<file path="src/rtl/user_module_stim_if.sv">
// Host-side command/response channel for user_module_stim.
// master = host, slave = stimulus engine.
interface user_module_stim_if #(
    parameter int CNT_W = 8,
    parameter int DIV_W = 8
);
    logic             cmd_valid;
    logic             cmd_ready;
    logic [6:0]       cmd_data;
    logic [CNT_W-1:0] cmd_cycles;
    logic [DIV_W-1:0] div;
    logic             rsp_valid;
    logic             rsp_ready;
    logic [7:0]       rsp_data;

    modport master (output cmd_valid, cmd_data, cmd_cycles, div, rsp_ready,
                    input  cmd_ready, rsp_valid, rsp_data);
    modport slave  (input  cmd_valid, cmd_data, cmd_cycles, div, rsp_ready,
                    output cmd_ready, rsp_valid, rsp_data);
endinterface

</file>
<file path="src/rtl/user_module_stim.sv">
// Drives a pattern plus N slow clock pulses into a user module's io_in and returns io_out.
// Optional USER_STIM_IOOUT_SYNC_EN: 2-flop synchronizer on io_out, 3-cycle capture.
module user_module_stim #(
    parameter int CNT_W     = 8,
    parameter int DIV_W     = 8,
    parameter int SETUP_CYC = 2
) (
    input  logic                 wb_clk_i,
    input  logic                 wb_rst_i,
    user_module_stim_if.slave    bus,
    output logic                 busy,
    output logic [7:0]           io_in,
    input  logic [7:0]           io_out
);
    localparam int SW     = $clog2(SETUP_CYC + 1) + 1;
    localparam int TW0    = (DIV_W > SW) ? DIV_W : SW;
    localparam int TMR_W  = (TW0 > 2) ? TW0 : 2;
`ifdef USER_STIM_IOOUT_SYNC_EN
    localparam int CAP_CYC = 3;
`else
    localparam int CAP_CYC = 1;
`endif

    typedef enum logic [2:0] {IDLE, SETUP, HIGH, LOW, CAPTURE, RESP} state_t;

    state_t           state_q, state_d;
    logic [TMR_W-1:0] tmr_q, tmr_d;
    logic [CNT_W-1:0] rem_q, rem_d;
    logic [DIV_W-1:0] d_q, d_d;
    logic [7:0]       io_d;
    logic             rsp_valid_q, rsp_valid_d;
    logic [7:0]       rsp_data_q, rsp_data_d;
    logic [7:0]       cap_src;

`ifdef USER_STIM_IOOUT_SYNC_EN
    logic [7:0] sync1_q, sync2_q;
    always_ff @(posedge wb_clk_i or posedge wb_rst_i) begin
        if (wb_rst_i) begin
            sync1_q <= 8'h00;
            sync2_q <= 8'h00;
        end else begin
            sync1_q <= io_out;
            sync2_q <= sync1_q;
        end
    end
    assign cap_src = sync2_q;
`else
    assign cap_src = io_out;
`endif

    assign bus.cmd_ready = (state_q == IDLE);
    assign busy          = (state_q != IDLE);
    assign bus.rsp_valid = rsp_valid_q;
    assign bus.rsp_data  = rsp_data_q;

    always_ff @(posedge wb_clk_i or posedge wb_rst_i) begin
        if (wb_rst_i) begin
            state_q     <= IDLE;
            tmr_q       <= '0;
            rem_q       <= '0;
            d_q         <= '0;
            io_in       <= 8'h00;
            rsp_valid_q <= 1'b0;
            rsp_data_q  <= 8'h00;
        end else begin
            state_q     <= state_d;
            tmr_q       <= tmr_d;
            rem_q       <= rem_d;
            d_q         <= d_d;
            io_in       <= io_d;
            rsp_valid_q <= rsp_valid_d;
            rsp_data_q  <= rsp_data_d;
        end
    end

    // tmr counts down the remaining cycles of the current phase; 0 means last cycle.
    always_comb begin
        state_d     = state_q;
        tmr_d       = tmr_q;
        rem_d       = rem_q;
        d_d         = d_q;
        io_d        = io_in;
        rsp_valid_d = rsp_valid_q;
        rsp_data_d  = rsp_data_q;
        case (state_q)
            IDLE: begin
                if (bus.cmd_valid) begin
                    rem_d   = bus.cmd_cycles;
                    d_d     = (bus.div == '0) ? DIV_W'(1) : bus.div;
                    io_d    = {bus.cmd_data, 1'b0};
                    tmr_d   = TMR_W'(SETUP_CYC - 1);
                    state_d = SETUP;
                end
            end
            SETUP: begin
                if (tmr_q != '0) begin
                    tmr_d = tmr_q - TMR_W'(1);
                end else if (rem_q != '0) begin
                    io_d[0] = 1'b1;
                    tmr_d   = TMR_W'(d_q) - TMR_W'(1);
                    state_d = HIGH;
                end else begin
                    tmr_d   = TMR_W'(CAP_CYC - 1);
                    state_d = CAPTURE;
                end
            end
            HIGH: begin
                if (tmr_q != '0) begin
                    tmr_d = tmr_q - TMR_W'(1);
                end else begin
                    io_d[0] = 1'b0;
                    rem_d   = rem_q - CNT_W'(1);
                    tmr_d   = TMR_W'(d_q) - TMR_W'(1);
                    state_d = LOW;
                end
            end
            LOW: begin
                if (tmr_q != '0) begin
                    tmr_d = tmr_q - TMR_W'(1);
                end else if (rem_q != '0) begin
                    io_d[0] = 1'b1;
                    tmr_d   = TMR_W'(d_q) - TMR_W'(1);
                    state_d = HIGH;
                end else begin
                    tmr_d   = TMR_W'(CAP_CYC - 1);
                    state_d = CAPTURE;
                end
            end
            CAPTURE: begin
                if (tmr_q != '0) begin
                    tmr_d = tmr_q - TMR_W'(1);
                end else begin
                    rsp_data_d  = cap_src;
                    rsp_valid_d = 1'b1;
                    state_d     = RESP;
                end
            end
            RESP: begin
                if (bus.rsp_ready) begin
                    rsp_valid_d = 1'b0;
                    state_d     = IDLE;
                end
            end
            default: state_d = IDLE;
        endcase
    end
endmodule

</file>
<file path="src/flat_wrapper.sv">
// flat-port wrapper written by rule: the top's interface ports become plain ports
module user_module_stim_flat 
#(
    parameter int CNT_W     = 8,
    parameter int DIV_W     = 8,
    parameter int SETUP_CYC = 2
)
  (wb_clk_i, wb_rst_i, busy, io_in, io_out, bus_cmd_valid, bus_cmd_data, bus_cmd_cycles, bus_div, bus_rsp_ready, bus_cmd_ready, bus_rsp_valid, bus_rsp_data);
  user_module_stim_if #(.CNT_W(CNT_W), .DIV_W(DIV_W)) bus_i ();
  input  logic wb_clk_i;
  input  logic wb_rst_i;
  output logic busy;
  output logic [7:0] io_in;
  input  logic [7:0] io_out;
  input wire logic [$bits(bus_i.cmd_valid)-1:0] bus_cmd_valid;
  input wire logic [$bits(bus_i.cmd_data)-1:0] bus_cmd_data;
  input wire logic [$bits(bus_i.cmd_cycles)-1:0] bus_cmd_cycles;
  input wire logic [$bits(bus_i.div)-1:0] bus_div;
  input wire logic [$bits(bus_i.rsp_ready)-1:0] bus_rsp_ready;
  output wire logic [$bits(bus_i.cmd_ready)-1:0] bus_cmd_ready;
  output wire logic [$bits(bus_i.rsp_valid)-1:0] bus_rsp_valid;
  output wire logic [$bits(bus_i.rsp_data)-1:0] bus_rsp_data;
  assign bus_i.cmd_valid = bus_cmd_valid;
  assign bus_i.cmd_data = bus_cmd_data;
  assign bus_i.cmd_cycles = bus_cmd_cycles;
  assign bus_i.div = bus_div;
  assign bus_i.rsp_ready = bus_rsp_ready;
  assign bus_cmd_ready = bus_i.cmd_ready;
  assign bus_rsp_valid = bus_i.rsp_valid;
  assign bus_rsp_data = bus_i.rsp_data;
  user_module_stim #(.CNT_W(CNT_W), .DIV_W(DIV_W), .SETUP_CYC(SETUP_CYC)) u_core (.wb_clk_i(wb_clk_i), .wb_rst_i(wb_rst_i), .bus(bus_i), .busy(busy), .io_in(io_in), .io_out(io_out));
endmodule
</file>
<file path="config.mk">
export PLATFORM = sky130hd
export DESIGN_NAME = user_module_stim_flat
export DESIGN_NICKNAME = d
export VERILOG_FILES = /design/src/rtl/user_module_stim_if.sv /design/src/rtl/user_module_stim.sv /design/src/flat_wrapper.sv
export SDC_FILE = /design/constraint.sdc
export NUM_CORES = 1
export LEC_CHECK = 0
export CORE_UTILIZATION = 43
export CTS_CLUSTER_SIZE = 16
export DETAILED_ROUTE_END_ITERATION = 10
export GPL_ROUTABILITY_DRIVEN = 0
export PLACE_DENSITY = 0.7
export SYNTH_ARGS = -nofsm -noshare
export SYNTH_HDL_FRONTEND = slang
export SYNTH_SLANG_ARGS = --single-unit
</file>
<file path="constraint.sdc">
create_clock -name wb_clk_i -period 2.7 [get_ports wb_clk_i]
set_input_delay 0.54 -clock wb_clk_i [delete_from_list [all_inputs] [get_ports wb_clk_i]]
set_output_delay 0.54 -clock wb_clk_i [all_outputs]
set_load 0.02 [all_outputs]
</file>
==> flow_metrics.tcl <==
set metrics [dict create \
    critPathLaunch "u_core.tmr_q[3]$_DFFE_PP0P_" \
    drv_cap 0 \
    rsz0062_at_grt "false" \
    synth_cell_type_count 45 \
    cp.required_ns 2.92 \
    r2r_start "u_core.tmr_q[3]$_DFFE_PP0P_" \
    hold_viol 0 \
    cts_made_buffers 5 \
    relSlewSlack_pct 28.6 \
    setup_tns_ns 0 \
    endpoint "u_core.rem_q[0]$_DFFE_PP0P_" \
    endpoint_kind "flip-flop" \
    critPathArrivalTime_ns 2.62 \
    power_per_cell_area_nw_per_um2 977 \
    cts_hold_buf 0 \
    grt_max_degree 24 \
    report.power.total_mw 3.05 \
    tritoncts "built" \
    final_area_sq_um 3130 \
    cts_sinks 44 \
    fmax_mhz 417 \
    drt_iter0_markers 98 \
    clock_latency_ns 0.29 \
    hold_path_class "reg2reg" \
    core_sq_um 5200 \
    grt_overflow_total 0 \
    synth_edf_count 0 \
    fin_cells 360 \
    place_inst 352 \
    r2r_end "u_core.rem_q[0]$_DFFE_PP0P_" \
    r2r_cells 5 \
    clock-root-buffer "clkbuf_8" \
    antenna_found_initial 0 \
    clock_skew_ns 0.00417 \
    worstSetupPathType "reg2reg" \
    status "finished clean" \
    worst_pin_slew_ns 1.06 \
    nets 328 \
    path_clk_slew_ns 0.08 \
    postSynthAreaPerCell_sq_um 10.4 \
    syn_inst 228 \
    cts_resized 0 \
    finalMaxSlewViolations 0 \
    area_delta_synth_final_pct 32.0 \
    setup_ws_ns 0.303 \
    die_w_um 76.2 \
    ys.warnings.count 0 \
    synth_top_cell_area_share_pct 46.5 \
    dpl-instance-area_sq_um 3030 \
    min_from "u_core.bus.rsp_valid$_DFFE_PP0P_" \
    synth_area_sq_um 2370 \
    viasPerCell 5.38 \
    via_count 1936 \
    timing.hold.ws_ns 0.508 \
    wl_per_cell_um 14.5 \
    ys_ff_latch 44 \
    num_io_pins 54 \
    ys.flop_type "dfrtp_1" \
    die-area_sq_um 5810 \
    finalCritPeriodShare_pct 88.8 \
    min_period_ns 2.40 \
    ant_nets 0 \
    grt_pass1_wl_um 9140 \
    dp_slack_ns 0.328 \
    track_usage_pct 19.6 \
    synthDominantAreaCellType "dfrtp_1" \
    dp_hpwl_um 3860 \
    syn_nets 267 \
    postCtsSetupBuffers 0 \
    drt_wl_total_um 5220 \
    async_flop_share_pct 100 \
    die_h_um 76.2 \
    ir_drop_v 0.000537 \
    first_pass_iters 4 \
    htreeDepth 2 \
    synthTopCellsByArea "dfrtp_1, mux2_2, o21ai_0" \
    reg2reg_slack_ns 0.30 \
    p_leak_nw 1.26 \
    port_buffers 53 \
    drc 0 \
    rows 26 \
    grt_pass1_vias 1982 \
    start_util_pct 45.5 \
    drive_gt1_share_pct 16.2 \
    setup_violations 0 \
    critPathLaunchType "flip-flop" \
    fin_util_pct 60.1 \
    n_antenna_cell 0 \
    critPathMaxFanout 17 \
    seq_area_frac_synth_pct 46.5 \
    clk_path_buf_depth 2 \
]
[how the worst min path moves through the flow]
stage / endpoint / cells past startpoint
after detailed placement: u_core.bus.rsp_valid$_DFFE_PP0P_ / 2
after CTS: u_core.bus.rsp_valid$_DFFE_PP0P_ / 2
final: u_core.bus.rsp_valid$_DFFE_PP0P_ / 2
after global placement: u_core.io_in[2]$_DFFE_PP0P_ / 1
after global routing: u_core.io_in[2]$_DFFE_PP0P_ / 1
after floorplan: u_core.rem_q[6]$_DFFE_PP0P_ / 2
[Yosys cell counts (2+ instances only)]
| master | number |
|---|---|
| ha_1 | 4 |
| a22o_1 | 7 |
| nand2_1 | 9 |
| xnor2_1 | 7 |
| or3_1 | 3 |
| nand2b_1 | 3 |
| or4_1 | 3 |
| xor2_1 | 3 |
| a21oi_4 | 2 |
| o22a_1 | 2 |
| o21ai_0 | 17 |
| mux2_2 | 21 |
| o221ai_1 | 2 |
| nor4_1 | 5 |
| and2_1 | 2 |
| o22ai_1 | 7 |
| o21a_1 | 3 |
| nor2b_1 | 3 |
| o21ba_2 | 2 |
| dfrtp_1 | 44 |
| buf_2 | 3 |
| mux2i_1 | 3 |
| nor3_1 | 7 |
| a21oi_1 | 9 |
| clkbuf_1 | 4 |
| a22oi_1 | 2 |
| nor2_1 | 21 |
| nand3_1 | 2 |
| and3_1 | 2 |
| nor3b_1 | 4 |
| inv_1 | 8 |
[power breakdown]
| group | switching [mW] | total (mW) | internal (mW) |
|---|---|---|---|
| Clock | 0.231 | 0.439 | 0.207 |
| Sequential | 0.243 | 1.17 | 0.924 |
| Combinational | 0.695 | 1.45 | 0.753 |
| Total | 1.17 | 3.05 | 1.88 |
[routing by layer]
metal / vias up / wire length, um / global-route usage (%)
met4: 0 / 53 / 6.54
met2: 56 / 2320 / 30.3
met5: - / 0 / 0
met1: 916 / 2470 / 25.7
met3: 5 / 383 / 6.59
li1: 959 / - / -
[registers in the layout, indices dropped and copies added (netlist names)]
signal / count
u_core.bus.rsp_data: 8
u_core.d_q: 8
u_core.io_in: 8
u_core.rem_q: 8
u_core.tmr_q: 8
u_core.state_q: 3
u_core.bus.rsp_valid: 1
[kinds of logic after synthesis]
logic type | after synthesis | synth area share [%]
and+or+nand+nor | 73 | 17.2
AOI/OAI and AO/OA | 58 | 16.7
DFF | 44 | 46.5
muxes | 24 | 11.3
buffers and inverters | 15 | 2.54
xor gates and xnor gates | 10 | 3.70
adders and majority gates | 4 | 2.11
[cells in the final DEF, fill, tap and decap left out, types with 2 or more instances in the layout]
cell type         n
nand2_1           9
a21oi_1           9
nor4_1            5
dfrtp_1          44
nand2b_1          3
buf_4             7
and3_1            2
xor2_1            3
mux2_2           21
or4_1             3
o22a_1            2
and2_1            2
o21ba_2           2
nor2b_1           3
clkdlybuf4s50_1  53
o221ai_1          2
nor3_1            7
a21oi_4           2
a22oi_1           2
a22o_1            7
clkbuf_8          6
o21ai_0          17
nand3_1           2
ha_1              4
clkinvlp_4        2
nor3b_1           4
xnor2_1           7
o21a_1            3
o22ai_1           7
nor2_1           21
or3_1             3
inv_1             7
mux2i_1           3
[area by class of cell]
type | instances | area [sq um]
tap | 70 | 87.6
inverter | 8 | 30.0
fill | 463 | 2080
multi-input combinational | 169 | 1210
timing repair buffer | 61 | 603
sequential | 44 | 1100
clock buffer | 6 | 82.6
clock inverter | 2 | 15.0
[worst max-delay path, cell delays in order, from the launching register on]
cell     delay, ns
dfrtp_1       0.45
or4_4         0.60
nor4b_1       0.33
o21ai_1       0.39
or3_1         0.47
o21ai_0       0.07
No activity file was read; power rests on OpenSTA's default activity.
